[src/rtl/decode_stage.sv]
// RV64 decode stage: register address extraction, immediate generation, load-use
// hazard stall and a registered output bundle. Define DECODE_FWD_EN for the writeback bypass.
module decode_stage #(
    parameter int XLEN   = 64,
    parameter int REG_AW = 5,
    parameter int CNT_W  = 32
) (
    input  logic              clk,
    input  logic              reset,
    input  logic              in_valid,
    output logic              in_ready,
    input  logic [XLEN-1:0]   in_pc,
    input  logic [31:0]       in_instr,
    output logic [REG_AW-1:0] ra1,
    output logic [REG_AW-1:0] ra2,
    input  logic [XLEN-1:0]   rd1,
    input  logic [XLEN-1:0]   rd2,
    input  logic              ex_valid,
    input  logic              ex_is_load,
    input  logic [REG_AW-1:0] ex_dst,
`ifdef DECODE_FWD_EN
    input  logic              wb_valid,
    input  logic [REG_AW-1:0] wb_dst,
    input  logic [XLEN-1:0]   wb_data,
`endif
    input  logic              flush,
    output logic              out_valid,
    input  logic              out_ready,
    output logic [XLEN-1:0]   out_pc,
    output logic [XLEN-1:0]   out_srca,
    output logic [XLEN-1:0]   out_srcb,
    output logic [XLEN-1:0]   out_imm,
    output logic [REG_AW-1:0] out_dst,
    output logic [6:0]        out_opcode,
    output logic [2:0]        out_funct3,
    output logic [6:0]        out_funct7,
    output logic [CNT_W-1:0]  stall_cnt
);

    localparam logic [6:0] OP_LOAD   = 7'b0000011;
    localparam logic [6:0] OP_IMM    = 7'b0010011;
    localparam logic [6:0] OP_IMM32  = 7'b0011011;
    localparam logic [6:0] OP_JALR   = 7'b1100111;
    localparam logic [6:0] OP_SYSTEM = 7'b1110011;
    localparam logic [6:0] OP_STORE  = 7'b0100011;
    localparam logic [6:0] OP_BRANCH = 7'b1100011;
    localparam logic [6:0] OP_LUI    = 7'b0110111;
    localparam logic [6:0] OP_AUIPC  = 7'b0010111;
    localparam logic [6:0] OP_JAL    = 7'b1101111;
    localparam logic [6:0] OP_REG    = 7'b0110011;
    localparam logic [6:0] OP_REG32  = 7'b0111011;

    logic [6:0]        opcode;
    logic              is_r, is_i, is_s, is_b, is_u, is_j;
    logic              rs1_used, rs2_used;
    logic              hazard;
    logic              accept;
    logic [XLEN-1:0]   imm_d;
    logic [XLEN-1:0]   srca_d, srcb_d;
    logic [REG_AW-1:0] dst_d;

    assign opcode = in_instr[6:0];
    assign ra1    = REG_AW'(in_instr[19:15]);
    assign ra2    = REG_AW'(in_instr[24:20]);

    always_comb begin
        is_r = (opcode == OP_REG) || (opcode == OP_REG32);
        is_i = (opcode == OP_LOAD) || (opcode == OP_IMM) || (opcode == OP_IMM32) ||
               (opcode == OP_JALR) || (opcode == OP_SYSTEM);
        is_s = (opcode == OP_STORE);
        is_b = (opcode == OP_BRANCH);
        is_u = (opcode == OP_LUI) || (opcode == OP_AUIPC);
        is_j = (opcode == OP_JAL);
    end

    assign rs1_used = !(is_u || is_j);
    assign rs2_used = is_r || is_s || is_b;

    always_comb begin
        imm_d = '0;
        if (is_i)
            imm_d = {{(XLEN-12){in_instr[31]}}, in_instr[31:20]};
        else if (is_s)
            imm_d = {{(XLEN-12){in_instr[31]}}, in_instr[31:25], in_instr[11:7]};
        else if (is_b)
            imm_d = {{(XLEN-13){in_instr[31]}}, in_instr[31], in_instr[7],
                     in_instr[30:25], in_instr[11:8], 1'b0};
        else if (is_u)
            imm_d = {{(XLEN-32){in_instr[31]}}, in_instr[31:12], 12'b0};
        else if (is_j)
            imm_d = {{(XLEN-21){in_instr[31]}}, in_instr[31], in_instr[19:12],
                     in_instr[20], in_instr[30:21], 1'b0};
    end

    assign dst_d = (is_s || is_b) ? '0 : REG_AW'(in_instr[11:7]);

    // x0 is hardwired; the bypass, when built in, only ever targets a non-zero register.
    always_comb begin
        srca_d = (ra1 == '0) ? '0 : rd1;
        srcb_d = (ra2 == '0) ? '0 : rd2;
`ifdef DECODE_FWD_EN
        if (wb_valid && (wb_dst != '0) && (wb_dst == ra1))
            srca_d = wb_data;
        if (wb_valid && (wb_dst != '0) && (wb_dst == ra2))
            srcb_d = wb_data;
`endif
    end

    assign hazard = in_valid && ex_valid && ex_is_load && (ex_dst != '0) &&
                    ((rs1_used && (ex_dst == ra1)) || (rs2_used && (ex_dst == ra2)));

    // Handshake: a transfer happens on a rising edge where valid and ready are both high;
    // valid never waits on ready, and the payload is frozen while valid is high and ready low.
    assign in_ready = !flush && !hazard && (!out_valid || out_ready);
    assign accept   = in_valid && in_ready;

    always_ff @(posedge clk or posedge reset) begin
        if (reset) begin
            out_valid  <= 1'b0;
            out_pc     <= '0;
            out_srca   <= '0;
            out_srcb   <= '0;
            out_imm    <= '0;
            out_dst    <= '0;
            out_opcode <= '0;
            out_funct3 <= '0;
            out_funct7 <= '0;
            stall_cnt  <= '0;
        end else begin
            if (flush) begin
                out_valid <= 1'b0;
            end else if (accept) begin
                out_valid  <= 1'b1;
                out_pc     <= in_pc;
                out_srca   <= srca_d;
                out_srcb   <= srcb_d;
                out_imm    <= imm_d;
                out_dst    <= dst_d;
                out_opcode <= opcode;
                out_funct3 <= in_instr[14:12];
                out_funct7 <= in_instr[31:25];
            end else if (out_ready) begin
                out_valid <= 1'b0;
            end
            if (hazard && !flush && (stall_cnt != '1))
                stall_cnt <= stall_cnt + CNT_W'(1);
        end
    end

endmodule

[config.mk]
export PLATFORM = sky130hd
export DESIGN_NAME = decode_stage
export DESIGN_NICKNAME = d
export VERILOG_FILES = /design/src/rtl/decode_stage.sv
export SDC_FILE = /design/constraint.sdc
export NUM_CORES = 1
export LEC_CHECK = 0
export CAP_MARGIN = 20
export CORE_AREA = 2 2 217 219
export DETAILED_ROUTE_END_ITERATION = 16
export DIE_AREA = 0 0 219 221
export DONT_BUFFER_PORTS = 1
export GPL_TIMING_DRIVEN = 1
export HOLD_SLACK_MARGIN = 0.1
export PLACE_DENSITY = 0.51
export SYNTH_ARGS = -nofsm -noshare
export SYNTH_HDL_FRONTEND = slang
export SYNTH_SLANG_ARGS = --single-unit
[constraint.sdc]
create_clock -name clk -period 11.5 [get_ports clk]
set_clock_uncertainty 0.15 [all_clocks]
set_input_delay 1.15 -clock clk [delete_from_list [all_inputs] [get_ports clk]]
set_output_delay 1.15 -clock clk [all_outputs]
set_load 0.02 [all_outputs]
==> metrics <==
class of the worst hold path=primary input to async pin; Clk pwr share=0.419; Syn. warnings=0; Crit. End Element=primary output; CTS tree=done; final slew viol count=0; IO Port Bufs=0; HPWL after DPL=27.8 mm; Clk pin slew, worst setup/hold paths=0.05 ns; Top FF cell, synth=dfrtp_1; ys async rst share=1.00; DRC=0; Clock Tree Buf Depth=3; CP arrival=around 3.0 ns; Final Hold Fails=0; area growth from synthesis to layout=11.1%; per-cell routed wire length=20.8 um; Seq/Total Area, Yosys=0.578; Iter 0 DRT Violations=581; Worst Hold Slack=0.368 ns; Least-Margin Pin Slew=1.03 ns; num rows=~80; Max-cap violations=0; antenna-violating nets left=0; Int Power=0.00184 W; peak supply drop=between 0.1 and 0.15 mV; min Tclk post-route=about 4.3 ns; share of the synthesized area in the top cell type=0.578; CP startpoint kind=primary input; first-pass GRT wire length=about 57 mm; Worst Path Required=between 10 and 15 ns; gr usage total=0.156; drt total wl=39.3 mm; CP Class=primary input to primary output; die height=221 um; I/O Pins=558; Core ar.=0.0461 mm^2; Starting Density=0.262; CTS Buf Count=35; Syn Nets=1568; status=finished, final reports clean; drt first pass iters=5; Max Fclk=233 MHz; number of synthesized flops with an enable pin=0; synthesized instance count=approximately 1300; Sequential Power Share=0.510; Worst-Skew Late Latency=0.54 ns; leakage power=6.68 nW; switch share=0.313; Comb power frac=0.071; share of layout cells above drive strength 1=0.0700; largest net degree at the start of global routing=between 90 and 100; RePlAce Congestion=0.806; Distinct cells, synth=49; Setup TNS=0 ns; routed vias=about 8900; nets@finish=~1500; Post-CTS Resized=0; Net Switching=0.000839 W; Clock Sinks=279; diode count=0; hold buffers post-CTS=0; cell area after synthesis=0.0121 mm^2; crit share post-route=0.373; Post CTS Setup Buffer Count=0; via/cell ratio=4.72; vias in the first global route=8692; critical path fanouts, max=20; die width=219 um; top cells by area, synth=dfrtp_1 (58%), nand2_1 (18%), nand3_1 (6.4%); Root Driver=clkbuf_16; Power Dens Cells=200 mW/mm^2; initial antenna violation count=0; Slew headroom=0.308; H-tree levels=2; die area=0.0484 mm^2; Mean Syn Cell Area=9.08 um^2; RSZ-0062 raised after global routing=no; #FFs+latches synth=279; total grt overflow=0; setup violators final=0; leading area contributor after synthesis=dfrtp_1
cell usage in the layout, fill, tap and decap left out, types with 6 or more instances in the layout:
| master | n |
|---|---|
| nand2_1 | 563 |
| dfrtp_1 | 278 |
| nand3_1 | 155 |
| clkbuf_16 | 36 |
| xor2_1 | 27 |
| nor2_1 | 24 |
| nor3_1 | 22 |
| a21oi_1 | 21 |
| o21ai_0 | 15 |
| nand4_1 | 14 |
| xnor2_1 | 14 |
| o31ai_1 | 12 |
| buf_4 | 12 |
| clkbuf_8 | 9 |
| and4_1 | 6 |
| nor4_1 | 6 |
| clkinv_2 | 6 |
per-layer routing:
layer  part of all wire  GRT usage
met4              0.018     0.0410
met1               0.38      0.180
met5                  0          0
met2               0.49      0.267
met3               0.11     0.0649
path summary, 6_finish.rpt:
check / cells after the start / slack (ns) / start / to
hold reg to reg: 2 / 0.46 / out_srca[59] / out_srca[59]
setup reg to reg: 5 / 8.46 / out_valid / out_imm[62]
max in group asynchronous: 3 / 8.72 / reset / out_imm[8]
min in group clk: 2 / 0.46 / out_srca[59] / out_srca[59]
setup / recovery: 6 / 7.21 / in_instr[6] / in_ready
hold / removal: 1 / 0.37 / reset / out_pc[46]
sequential cells by signal, indices dropped and copies added, names as in the netlist:
signal,cells
stall_cnt,32
out_funct7,7
out_dst,5
out_srcb,64
out_srca,64
out_funct3,3
out_pc,64
out_imm,32
out_opcode,7
out_valid,1
stage by stage:
step	total power, W	utilization	setup slack [ns]	instances	area [um^2]
after CTS	0.00273	0.291	7.23	1891	13400
final	0.00268	0.291	7.21	1892	13400
after global placement	0.00158	0.265	7.01	1828	12200
after global routing	0.00282	0.291	7.09	1892	13400
after detailed placement	0.00159	0.265	6.95	1828	12200
after floorplan	0.00152	-	2.51	1331	12100
power groups by stage:
stage | clock (W) | combinational (W) | sequential [W]
after floorplan | 0 | 0.000177 | 0.00134
after global placement | 0 | 0.000188 | 0.00139
after detailed placement | 0 | 0.000198 | 0.00139
after CTS | 0.00116 | 0.000196 | 0.00137
after global routing | 0.00121 | 0.000228 | 0.00139
final | 0.00112 | 0.000191 | 0.00137
cells in the mapped netlist, drive strengths merged (6+ instances only):
cell type,n
a21oi,22
and4,6
buf,104
clkbuf,19
dfrtp,279
nand2,565
nand3,155
nand4,14
nor2,24
nor3,22
nor4,7
o21ai,15
o31ai,12
xnor2,14
xor2,27
cell families after synthesis:
family          after synthesis  share of synthesized area
simple gates                818                      0.288
flops                       279                      0.578
buf+inv                     124                     0.0640
compound gates               67                     0.0382
xor+xnor                     41                     0.0297
mux                           1                   0.000932
fa+ha+maj                     1                    0.00104
critical path, cell delays in order:
cell,delay [ns]
or3b_1,0.41
a21oi_2,0.49
nor4b_2,0.18
a21oi_1,0.15
buf_4,0.27
and3b_1,0.32
layout make-up:
type,count,area (um^2)
clock buffers,50,1040
clock inverters,13,139
fillers,4876,32600
inverters,1,11.3
multi-input cells,928,4350
flip-flops and latches,279,6990
well taps,607,759
repair buffers,14,125
No activity file was read; power rests on OpenSTA's default activity.
